$ cat config.mk
export PLATFORM = sky130hd
export DESIGN_NAME = clock_display_mux
export DESIGN_NICKNAME = d
export VERILOG_FILES = /design/src/rtl/clock_display_mux.sv
export SDC_FILE = /design/constraint.sdc
export NUM_CORES = 1
export LEC_CHECK = 0
export CELL_PAD_IN_SITES_DETAIL_PLACEMENT = 1
export CELL_PAD_IN_SITES_GLOBAL_PLACEMENT = 1
export CORE_UTILIZATION = 40
export DETAILED_ROUTE_END_ITERATION = 7
export MAX_ROUTING_LAYER = met4
export PLACE_DENSITY = 0.88
export SLEW_MARGIN = 25
export SYNTH_ARGS = -nofsm -noshare
export SYNTH_HDL_FRONTEND = slang
export SYNTH_SLANG_ARGS = --single-unit
$ cat constraint.sdc
create_clock -name clk -period 4.15 [get_ports clk]
set_input_delay 0.83 -clock clk [delete_from_list [all_inputs] [get_ports clk]]
set_output_delay 0.83 -clock clk [all_outputs]
set_load 0.01 [all_outputs]
$ cat src/rtl/clock_display_mux.sv
// clock_display_mux: scans HH:MM:SS onto a 6-digit multiplexed seven-segment display, PM on digit 0's dp.
// Optional `define CLOCK_DISPLAY_COLON_BLINK_EN lights dp on digits 2 and 4 on even seconds.
module clock_display_mux #(
  parameter int unsigned SCAN_DIV       = 1000,
  parameter bit          SEG_ACTIVE_LOW = 1'b1,
  parameter bit          AN_ACTIVE_LOW  = 1'b1
) (
  input  logic       clk,
  input  logic       reset,
  input  logic       pm,
  input  logic [7:0] hh,
  input  logic [7:0] mm,
  input  logic [7:0] ss,
  output logic [6:0] seg,
  output logic       dp,
  output logic [5:0] an
);

  localparam logic [15:0] CNT_LAST = 16'(SCAN_DIV - 1);
  localparam logic [6:0]  SEG_OFF  = SEG_ACTIVE_LOW ? 7'h7F : 7'h00;
  localparam logic        DP_OFF   = SEG_ACTIVE_LOW;
  localparam logic [5:0]  AN_OFF   = AN_ACTIVE_LOW ? 6'h3F : 6'h00;

  logic [15:0] cnt_q, cnt_d;
  logic [2:0]  dig_q, dig_d;
  logic [7:0]  snap_hh_q, snap_hh_d;
  logic [7:0]  snap_mm_q, snap_mm_d;
  logic [7:0]  snap_ss_q, snap_ss_d;
  logic        snap_pm_q, snap_pm_d;
  logic [6:0]  seg_q, seg_d;
  logic        dp_q, dp_d;
  logic [5:0]  an_q, an_d;

  logic [3:0]  nib;
  logic [6:0]  seg_raw;
  logic        dp_raw;
  logic        colon;

  function automatic logic [6:0] decode(input logic [3:0] n);
    case (n)
      4'd0:    decode = 7'h3F;
      4'd1:    decode = 7'h06;
      4'd2:    decode = 7'h5B;
      4'd3:    decode = 7'h4F;
      4'd4:    decode = 7'h66;
      4'd5:    decode = 7'h6D;
      4'd6:    decode = 7'h7D;
      4'd7:    decode = 7'h07;
      4'd8:    decode = 7'h7F;
      4'd9:    decode = 7'h6F;
      default: decode = 7'h40;
    endcase
  endfunction

  always_comb begin
    nib = 4'd0;
    case (dig_q)
      3'd0:    nib = snap_ss_q[3:0];
      3'd1:    nib = snap_ss_q[7:4];
      3'd2:    nib = snap_mm_q[3:0];
      3'd3:    nib = snap_mm_q[7:4];
      3'd4:    nib = snap_hh_q[3:0];
      3'd5:    nib = snap_hh_q[7:4];
      default: nib = 4'd0;
    endcase
  end

  always_comb begin
`ifdef CLOCK_DISPLAY_COLON_BLINK_EN
    colon = ((dig_q == 3'd2) || (dig_q == 3'd4)) && !snap_ss_q[0];
`else
    colon = 1'b0;
`endif
    // Leading hour digit is blanked when zero but its anode still fires.
    seg_raw = ((dig_q == 3'd5) && (nib == 4'd0)) ? 7'h00 : decode(nib);
    dp_raw  = ((dig_q == 3'd0) && snap_pm_q) || colon;
  end

  always_comb begin
    cnt_d     = cnt_q + 16'd1;
    dig_d     = dig_q;
    snap_hh_d = snap_hh_q;
    snap_mm_d = snap_mm_q;
    snap_ss_d = snap_ss_q;
    snap_pm_d = snap_pm_q;
    if (cnt_q == CNT_LAST) begin
      cnt_d = 16'd0;
      if (dig_q == 3'd5) begin
        dig_d     = 3'd0;
        snap_hh_d = hh;
        snap_mm_d = mm;
        snap_ss_d = ss;
        snap_pm_d = pm;
      end else begin
        dig_d = dig_q + 3'd1;
      end
    end

    // Slot start is blanked so the previous digit's segments never ghost onto the new anode.
    seg_d = SEG_OFF;
    dp_d  = DP_OFF;
    an_d  = AN_OFF;
    if (cnt_q != 16'd0) begin
      seg_d = SEG_ACTIVE_LOW ? ~seg_raw : seg_raw;
      dp_d  = SEG_ACTIVE_LOW ? ~dp_raw  : dp_raw;
      an_d  = AN_ACTIVE_LOW ? ~(6'd1 << dig_q) : (6'd1 << dig_q);
    end
  end

  always_ff @(posedge clk) begin
    if (reset) begin
      cnt_q     <= 16'd0;
      dig_q     <= 3'd0;
      snap_hh_q <= 8'h12;
      snap_mm_q <= 8'h00;
      snap_ss_q <= 8'h00;
      snap_pm_q <= 1'b0;
      seg_q     <= SEG_OFF;
      dp_q      <= DP_OFF;
      an_q      <= AN_OFF;
    end else begin
      cnt_q     <= cnt_d;
      dig_q     <= dig_d;
      snap_hh_q <= snap_hh_d;
      snap_mm_q <= snap_mm_d;
      snap_ss_q <= snap_ss_d;
      snap_pm_q <= snap_pm_d;
      seg_q     <= seg_d;
      dp_q      <= dp_d;
      an_q      <= an_d;
    end
  end

  assign seg = seg_q;
  assign dp  = dp_q;
  assign an  = an_q;

endmodule

After elaboration in Yosys (flattened, before gate mapping)
Memory sizes are Yosys's and may differ from the RTL's.
Cells that the tools add are included.
{"block": "totals", "word_cells": 34, "romBits": 112, "ram_bits": 0, "memories": 1, "out_inout_bits": 14, "input_bits": 27, "ff_bits": 58, "latch_bits": 0}
{"name": "(no name shown)", "depth": 16, "word_bits": 7, "read_ports": 1, "rd_clocked_by_memory_dff": 0, "write_ports": 0, "line_no": "40", "source": "case (n)"}
{"block": "op_classes", "reduce_logical": 8, "n_div": 0, "bitwise": 4, "shift": 1, "n_mux": 3, "magnitude_cmp": 0, "multipliers": 0, "n_eq_ne": 6, "add_sub_neg": 2}
{"cell": "4-bit one-hot mux with 6 select lines", "n": 1}
{"cell": "16-bit by 1-bit adder with 16-bit output, second input constant", "n": 1}
{"cell": "16-bit by 10-bit == test with 1-bit output, second input constant", "n": 1}
{"cell": "16-bit nonzero test", "n": 1}
{"cell": "7-bit 2-to-1 mux", "n": 1}
{"cell": "7-bit inverter", "n": 1}
{"cell": "3-bit by 2-bit == test with 1-bit output, second input constant", "n": 2}
{"cell": "3-bit == test, second input constant", "n": 2}
{"cell": "6-bit inverter", "n": 1}
{"cell": "1-bit by 3-bit << shifter with 6-bit output, first input constant", "n": 1}
{"cell": "4-bit zero test", "n": 1}
{"cell": "2-bit OR reduction", "n": 2}
{"cell": "3-bit by 1-bit adder with 3-bit output, second input constant", "n": 1}
{"cell": "3-bit by 1-bit == test with 1-bit output, second input constant", "n": 1}
{"cell": "3-bit zero test", "n": 1}
{"cell": "3-bit 2-to-1 mux", "n": 1}
{"cell": "1-bit logical AND", "n": 2}
{"cell": "1-bit inverter", "n": 2}
{"cell": "2-bit AND reduction", "n": 1}

Logic depth before layout (Yosys ltp)
Gate-level depths: netlist (run 1).
{"block": "depth", "ltp_word": 6, "mapped_depth": 11, "mapped_depth_nobuf": 10}

Worst setup path after synthesis (run 1)
No wires, ideal clock.
{"block": "synth_timing", "kind": "reg-to-reg", "start": "register dig_q[0]", "end": "register seg_q[1], in the netlist seg[1]", "arrival_ns": 2.986, "path_buffers": 1, "setup_ns": 0.075, "required_ns": 4.075, "period_less_slack_ns": 3.061, "path_slack_ns": 1.089, "path_stages_with_launch": 12, "cell_sequence": "dfxtp_1 -> buf_4 -> and2_1 -> ha_1 -> a222oi_1 -> a21boi_0 -> ha_1 -> inv_1 -> or4b_1 -> and4bb_2 -> a31o_4 -> o21ai_0"}
{"block": "synth_between", "elab_chain_len": 6, "word_cells_on_any_way": 12, "classes_between": "5 x eq/ne; 2 x mux; 1 x bitwise; 3 x reduce/logical; 1 x memory"}
{"element": "start: declaration", "line_no": "25", "source": "logic [2:0] dig_q, dig_d;"}
{"element": "start signal: assignment", "line_no": "123", "source": "dig_q <= dig_d;"}
{"element": "parallel branches: the longest is 4 deep, another holds memory read 16 x 7 bit"}
{"element": "7-bit 2-to-1 mux *", "line_no": "75", "source": "seg_raw = ((dig_q == 3'd5) && (nib == 4'd0)) ? 7'h00 : decode(nib);"}
{"element": "7-bit inverter *", "line_no": "104", "source": "seg_d = SEG_ACTIVE_LOW ? ~seg_raw : seg_raw;"}
{"element": "end signal: assignment", "line_no": "128", "source": "seg_q <= seg_d;"}
{"element": "end: declaration", "line_no": "30", "source": "logic [6:0] seg_q, seg_d;"}
Every way passes the cells marked *.
A chain may end at the register's enable or synchronous reset.

Worst setup path in the final report (run 1)
{"block": "layout_timing", "start": "register dig_q[2]", "end": "register seg_q[3], in the netlist seg[3]"}
The elaborated chain is that of the path after synthesis.

==> results by group, run 1 <==
Run status
  • Outcome: finished clean

Worst hold path
  • Hold WC Path Type: flip-flop to flip-flop

Floorplan
  • Initial Util: 42.0%
  • Die width: 81.5 um
  • Total core area: 6030 um^2
  • Total die area: 6650 um^2
  • Die H: 81.5 um
  • IO Count: 41
  • Rows: 28

Finish
  • Antenna diodes: 0
  • Share of cells above drive strength 1: 7.90%
  • Area Overhead vs Synth: 25.8%
  • Layout net count: 360
  • FILL cells: 702

Critical path
  • Top cell family by delay on the critical path: compound AO/OA/AOI/OAI gates
  • Worst setup EP type: flip-flop
  • Worst Path Max Fanout: 13
  • Crit path buf inv count: 2
  • Setup Crit Path Kind: flip-flop to flip-flop
  • Crit-path cells: inv_1, ha_1, a22o_1, a211oi_1, ha_1, inv_1, or4b_1, and4bb_2, a31o_4, o21ai_0
  • CP max stage cell: dfxtp_1
  • WP data required: 4.41 ns
  • Startpoint Class: flip-flop
  • Arr. time, crit path: 3.55 ns
  • Slowest cell delay on critical path: 0.61 ns

Power and ir drop
  • Max VDD drop: 0.247 mV
  • Power Total: 1.22 mW
  • Leakage: 1.20 nW
  • Cell area power density: 382 nW/um^2

Timing
  • Final period utilization: 79.3%
  • Worst-Margin Slew: 0.851 ns
  • Worst slew margin relative to its limit: 43.3%
  • RSZ-0062 raised after global routing: no
  • Slew Limit Fails: 0
  • Final min period: 3.29 ns
  • Fin worst setup slack: 0.860 ns
  • Sum Neg Setup Slack: 0 ns
  • Fmax: 0.304 GHz
  • Fin. Hold Viols: 0
  • Clk_skew: 0.0105 ns
  • Hold slack: 0.418 ns
  • Final setup viols: 0

Flow run
  • Max-Cap Viols: 0

Drt
  • Vias: 2117
  • Pre-Repair DR Iteration Count: 5
  • Routed wire length: 6.17 mm
  • Final ANT Viol Nets: 0
  • DR iter-0 viols: 82
  • # DRC: 0
  • Routed WL per cell: 15.3 um
  • Via density: 5.24

Synthesis
  • Adder-cell share of the synthesized area: 4.45%
  • XOR/XNOR share of the synthesized area: 5.19%
  • Post-Synthesis Cells: 285
  • Average size of a mapped cell: 8.88 um^2
  • Cell variety after synth: 42
  • Largest family of logic cells by synthesized area: simple AND/OR/NAND/NOR gates
  • Mux contribution to synthesized area: 4.35%
  • Yosys reg bits: 58
  • Compound-gate portion of the synthesized area: 11.0%
  • Mapped Area: 2530 um^2
  • YS warnings: 0
  • Simple-gate area share of the yosys netlist: 24.6%
  • Sequential share of the synthesized area: 45.9%
  • Mapped Nets: 321

Clock network
  • Clock latency on the worst-skew pair: 0.35 ns
  • TritonCTS clock tree: yes
  • Post-CTS Hold Buffers: 0
  • Num CTS Buffers: 9
  • Post-CTS Setup Inserts: 0
  • Clk root buf: clkbuf_8
  • Bufs on Longest Clock Path: 2
  • Post-CTS Resized: 0
  • CTS H-tree lvls: 3
  • CTS clk-pin slew, worst paths: 0.07 ns
  • Clock sinks: 58

Placement
  • Placer Congestion: 0.830
  • Number of port buffers: 40
  • Place WS: 0.900 ns
  • Hpwl dp: 4.32 mm

GRT
  • Total track usage: 21.4%
  • Pin count of the biggest net entering global routing: 33
  • Initial antenna violation count: 0
  • Total global routing overflow: 0
  • First-pass GRT wire length: 10.0 mm
  • Vias in the first global route: 2066
[routing by layer]
metal	GRT usage (%)	vias to the layer above	share of wire, %
li1	-	1047	-
met1	25.6	1012	46
met2	33.4	46	48
met3	4.78	12	3.6
met4	11.6	0	2.2
met5	-	-	0
[power by group]
part / internal (mW) / leakage (nW) / switching [mW] / total (mW)
clock network: 0.352 / 0.109 / 0.224 / 0.576
registers: 0.566 / 0.470 / 0.00419 / 0.571
logic: 0.0431 / 0.618 / 0.0269 / 0.0701
total: 0.962 / 1.20 / 0.255 / 1.22
[area by class of cell]
cell class	count	area (um^2)	area share (%)
well taps	75	93.8	2.95
clock buffers	11	141	4.44
flip-flops and latches	58	1160	36.5
inverters	10	37.5	1.18
multi-input cells	203	1250	39.4
clock inverters	5	77.6	2.44
repair buffers	42	415	13.1
[synth_stat cells, drive strengths merged]
| library cell | n | area [um^2] |
|---|---|---|
| nand2 | 63 | 236 |
| dfxtp | 58 | 1160 |
| a21oi | 27 | 135 |
| nor2 | 21 | 78.8 |
| inv | 10 | 37.5 |
| ha | 9 | 113 |
| xor2 | 9 | 78.8 |
| buf | 8 | 53.8 |
| nand3 | 7 | 35.0 |
| nand3b | 7 | 52.6 |
| clkbuf | 6 | 22.5 |
| o21ai | 6 | 30.0 |
| xnor2 | 6 | 52.6 |
| mux2i | 5 | 50.1 |
| nand4 | 5 | 31.3 |
| and2 | 4 | 27.5 |
| and3 | 4 | 25.0 |
| and4 | 4 | 35.0 |
| nor3 | 4 | 20.0 |
| mux2 | 3 | 33.8 |
| nor4 | 2 | 25.0 |
| a2111oi | 1 | 27.5 |
| a211oi | 1 | 7.51 |
| a21boi | 1 | 7.51 |
| a221o | 1 | 10.0 |
| a222oi | 1 | 10.0 |
| a22o | 1 | 8.76 |
| a31o | 1 | 17.5 |
| a31oi | 1 | 6.26 |
| a32oi | 1 | 8.76 |
| a41oi | 1 | 8.76 |
| and3b | 1 | 8.76 |
| and4bb | 1 | 12.5 |
| mux4 | 1 | 26.3 |
| nand2b | 1 | 6.26 |
| nor4b | 1 | 8.76 |
| nor4bb | 1 | 10.0 |
| or4b | 1 | 10.0 |
[state kept, by name (all words and copies together) (netlist names)]
signal,count
cnt_q,16
snap_hh_q,8
snap_mm_q,8
snap_ss_q,8
seg,7
an,6
dig_q,3
dp,1
snap_pm_q,1
[per-stage QoR]
step / std cells / util [%] / area, um^2
6_report: 404 / 52.8 / 3180
5_1_grt: 404 / 52.8 / 3180
4_1_cts: 404 / 52.8 / 3180
3_5_place_dp: 388 / 49.2 / 2960
3_3_place_gp: 388 / 49.2 / 2960
2_1_floorplan: 285 / - / 2530
[cell families (layout without fill, tap and decap cells)]
group,after synthesis,count (layout)
and+or+nand+nor,127,127
DFF,58,58
AOI/OAI and AO/OA,43,43
buffers and inverters,24,68
xor gates and xnor gates,15,15
adders and majority gates,9,9
muxes,9,9
[worst paths after layout]
kind	slack (ns)	end	depth (start not counted)	start
min	0.42	dp$_SDFF_PP1_	1	snap_pm_q$_SDFFE_PP0P_
min reg2reg	0.42	dp$_SDFF_PP1_	1	snap_pm_q$_SDFFE_PP0P_
max	0.86	seg[3]$_SDFF_PP1_	10	dig_q[2]$_SDFFE_PP0N_
max reg2reg	0.86	seg[3]$_SDFF_PP1_	10	dig_q[2]$_SDFFE_PP0N_
[cell usage in the layout (no fill, tap or decap), types with 2 or more instances in the layout]
master and n:
and4_1 4, clkbuf_8 10, a21oi_1 27, and3_1 4
ha_1 9, clkinv_2 2, nand3b_1 7, nand4_1 5
xnor2_1 6, dfxtp_1 58, nor3_1 4, bufinv_16 2
xor2_1 9, nand3_1 7, clkdlybuf4s50_1 40, mux2i_1 5
nor2_1 21, and2_1 3, mux2_2 3, nand2_1 63
o21ai_0 5, buf_4 2, nor4_2 2, inv_1 10
Note: power is estimated with default switching activity, not from simulation.
==> inputs of run 2 (changes only) <==
- CORE_UTILIZATION: 40 -> 36
- PLACE_DENSITY: 0.88 -> 0.84
- clock period: 4.15 -> 3 ns (I/O delays scaled with it)
==> run 2 against run 1 <==
Count of clock-buffer cells in the layout increased by 3. Clock skew decreased by 0.0040 ns. Largest power group is now sequential cells. Combinational power increased by 43%. Sequential share of layout area decreased by 0.66 points. Global-route usage decreased by 2.5 points. Sequential cell count unchanged. Highest routed layer unchanged. Setup slack got worse by 0.70 ns.
==> results by group, run 2 (synthesized netlist as in run 1, its figures left out) <==
Drt
  • Routed wire length: 6.03 mm
  • # DRC: 0
  • DR iter-0 viols: 110
  • Met2 routed WL: 2.84 mm
  • Vias: 2144
  • Met1 wire length: 2.78 mm
  • Via density: 4.96
  • Final ANT Viol Nets: 0
  • Met3 wire len: 197 um
  • Top routing layer used: met4
  • Pre-Repair DR Iteration Count: 4
  • Routed WL per cell: 14.0 um

Placement
  • Number of port buffers: 40
  • Hpwl dp: 4.47 mm
  • Placer Congestion: 0.824
  • Inst Count DP: 416
  • Place WS: 0.00409 ns

Floorplan
  • Initial Util: 37.2%
  • Total core area: 6790 um^2
  • IO Count: 41
  • Die width: 85.8 um
  • Rows: 30
  • Die H: 85.8 um
  • Total die area: 7370 um^2

Finish
  • Most frequent cells in the layout: nand2_1, dfxtp_1, clkdlybuf4s50_1, a21oi_1, nor2_1
  • Layout net count: 367
  • Antenna diodes: 0
  • Post-route non-filler standard cell count: 432
  • Share of cells above drive strength 1: 10.7%
  • Layout Utilization: 47.9%
  • Commonest non-fill, non-tap cell in the layout: nand2_1
  • Largest register by flop count: cnt_q
  • Max reg flops: 16
  • Area Overhead vs Synth: 28.6%

Critical path
  • Top cell family by delay on the critical path: simple AND/OR/NAND/NOR gates
  • Crit-path cells: and2_1, ha_1, a22o_1, a211oi_1, ha_2, inv_1, or4b_4, and4bb_2, a31o_4, o21ai_0
  • CP max stage cell: or4b_4
  • WP data required: 3.24 ns
  • RR Endpoint: seg[0]$_SDFF_PP1_
  • R2r setup slk: 0.16 ns
  • Setup Crit Path Kind: flip-flop to flip-flop
  • Worst r2r src: dig_q[1]$_SDFFE_PP0N_
  • Slowest cell delay on critical path: 0.52 ns
  • Crit path buf inv count: 1
  • Register-to-Register Path Depth: 10
  • Worst Path Max Fanout: 13
  • Startpoint Class: flip-flop
  • Arr. time, crit path: 3.08 ns
  • Worst setup EP type: flip-flop

Clock network
  • CTS clk-pin slew, worst paths: 0.06 ns
  • Clk root buf: clkbuf_8
  • Clock latency on the worst-skew pair: 0.34 ns
  • Post-CTS Setup Inserts: 0
  • Clock sinks: 58
  • TritonCTS clock tree: yes
  • Bufs on Longest Clock Path: 2
  • Num CTS Buffers: 9
  • CTS H-tree lvls: 3

Worst hold path
  • Hold WC Path Type: flip-flop to flip-flop
  • Hold Path Sink: dp$_SDFF_PP1_
  • Min-delay src: snap_pm_q$_SDFFE_PP0P_
  • Hold path cells: 1

Timing
  • Slew Limit Fails: 0
  • Fin. Hold Viols: 0
  • Clk_skew: 0.00654 ns
  • Final setup viols: 0
  • Fmax: 0.352 GHz
  • RSZ-0062 raised after global routing: no
  • Fin worst setup slack: 0.157 ns
  • Sum Neg Setup Slack: 0 ns
  • Final min period: 2.84 ns
  • Worst slew margin relative to its limit: 45.6%
  • Final period utilization: 94.8%
  • Worst-Margin Slew: 0.815 ns

Flow run
  • Max-Cap Viols: 0

GRT
  • First-pass GRT wire length: 10.3 mm
  • Initial antenna violation count: 0
  • Vias in the first global route: 2133
  • Total track usage: 19.0%
  • Total global routing overflow: 0
  • Pin count of the biggest net entering global routing: 32

Run status
  • Outcome: finished clean

Power and ir drop
  • Power Total: 1.62 mW
  • Cell area power density: 497 nW/um^2
  • Max VDD drop: 0.209 mV
  • Leakage: 1.23 nW
run 2: changes by cell type in the layout (fill, tap and decap cells not counted), sizes merged:
cell      previous run  this run
clkbuf              11        14
buf                  2         9
bufinv               2         1
clkinv               2         1
clkinvlp             1         0
run 2: what timing repair did:
action | in CTS | in global routing
hold buffers | 0 | 0
cloned | 0 | 0
pin swaps | 0 | 1
gates resized for setup | 2 | 4
endpoints found under the setup margin | 1 | 5
endpoints found under the hold margin | 0 | 0
run 2: worst register-to-register path: cells and delay by family (launching register included):
| kind | cells | cell delay (ns) |
|---|---|---|
| flip-flops | 1 | 0.38 |
| adder cells (fa/ha/maj) | 2 | 0.49 |
| buffers and inverters | 1 | 0.05 |
| AND/OR/NAND/NOR | 3 | 0.95 |
| AO/OA/AOI/OAI | 4 | 0.86 |
run 2: worst max-delay path by stage:
stage	start	end	slack, ns	cells after the start
floorplan	dig_q[0]$_SDFFE_PP0N_	seg[1]$_SDFF_PP1_	0.09	11
global placement	dig_q[1]$_SDFFE_PP0N_	seg[0]$_SDFF_PP1_	0.22	9
detailed placement	dig_q[1]$_SDFFE_PP0N_	seg[0]$_SDFF_PP1_	0.004	9
CTS	dig_q[1]$_SDFFE_PP0N_	seg[0]$_SDFF_PP1_	0.02	10
global route	dig_q[1]$_SDFFE_PP0N_	seg[0]$_SDFF_PP1_	0.04	10
finish	dig_q[1]$_SDFFE_PP0N_	seg[0]$_SDFF_PP1_	0.16	10
run 2: area by class of cell:
type	count	area (um^2)
well taps	96	120
flip-flops and latches	58	1170
clock buffers	14	163
inverters	10	37.5
multi-input cells	203	1260
clock inverters	2	35.0
fillers	802	3540
repair buffers	49	468
run 2: per-layer routing:
metal	vias up	track usage [%]
li1	1062	-
met1	1013	22.4
met2	51	29.7
met3	18	4.43
met4	0	10.6
met5	-	-
run 2: report_power, final:
group	total (mW)	switching, mW	internal, mW
combinational	0.100	0.0390	0.0611
clock	0.729	0.300	0.429
sequential	0.788	0.00564	0.783
total	1.62	0.345	1.27
run 2: metrics by stage:
step	area, um^2	hold slack [ns]
final	3250	0.399
after global routing	3250	0.414
after CTS	3240	0.408
after detailed placement	3040	0.398
after global placement	3040	0.401
after floorplan	2530	0.371
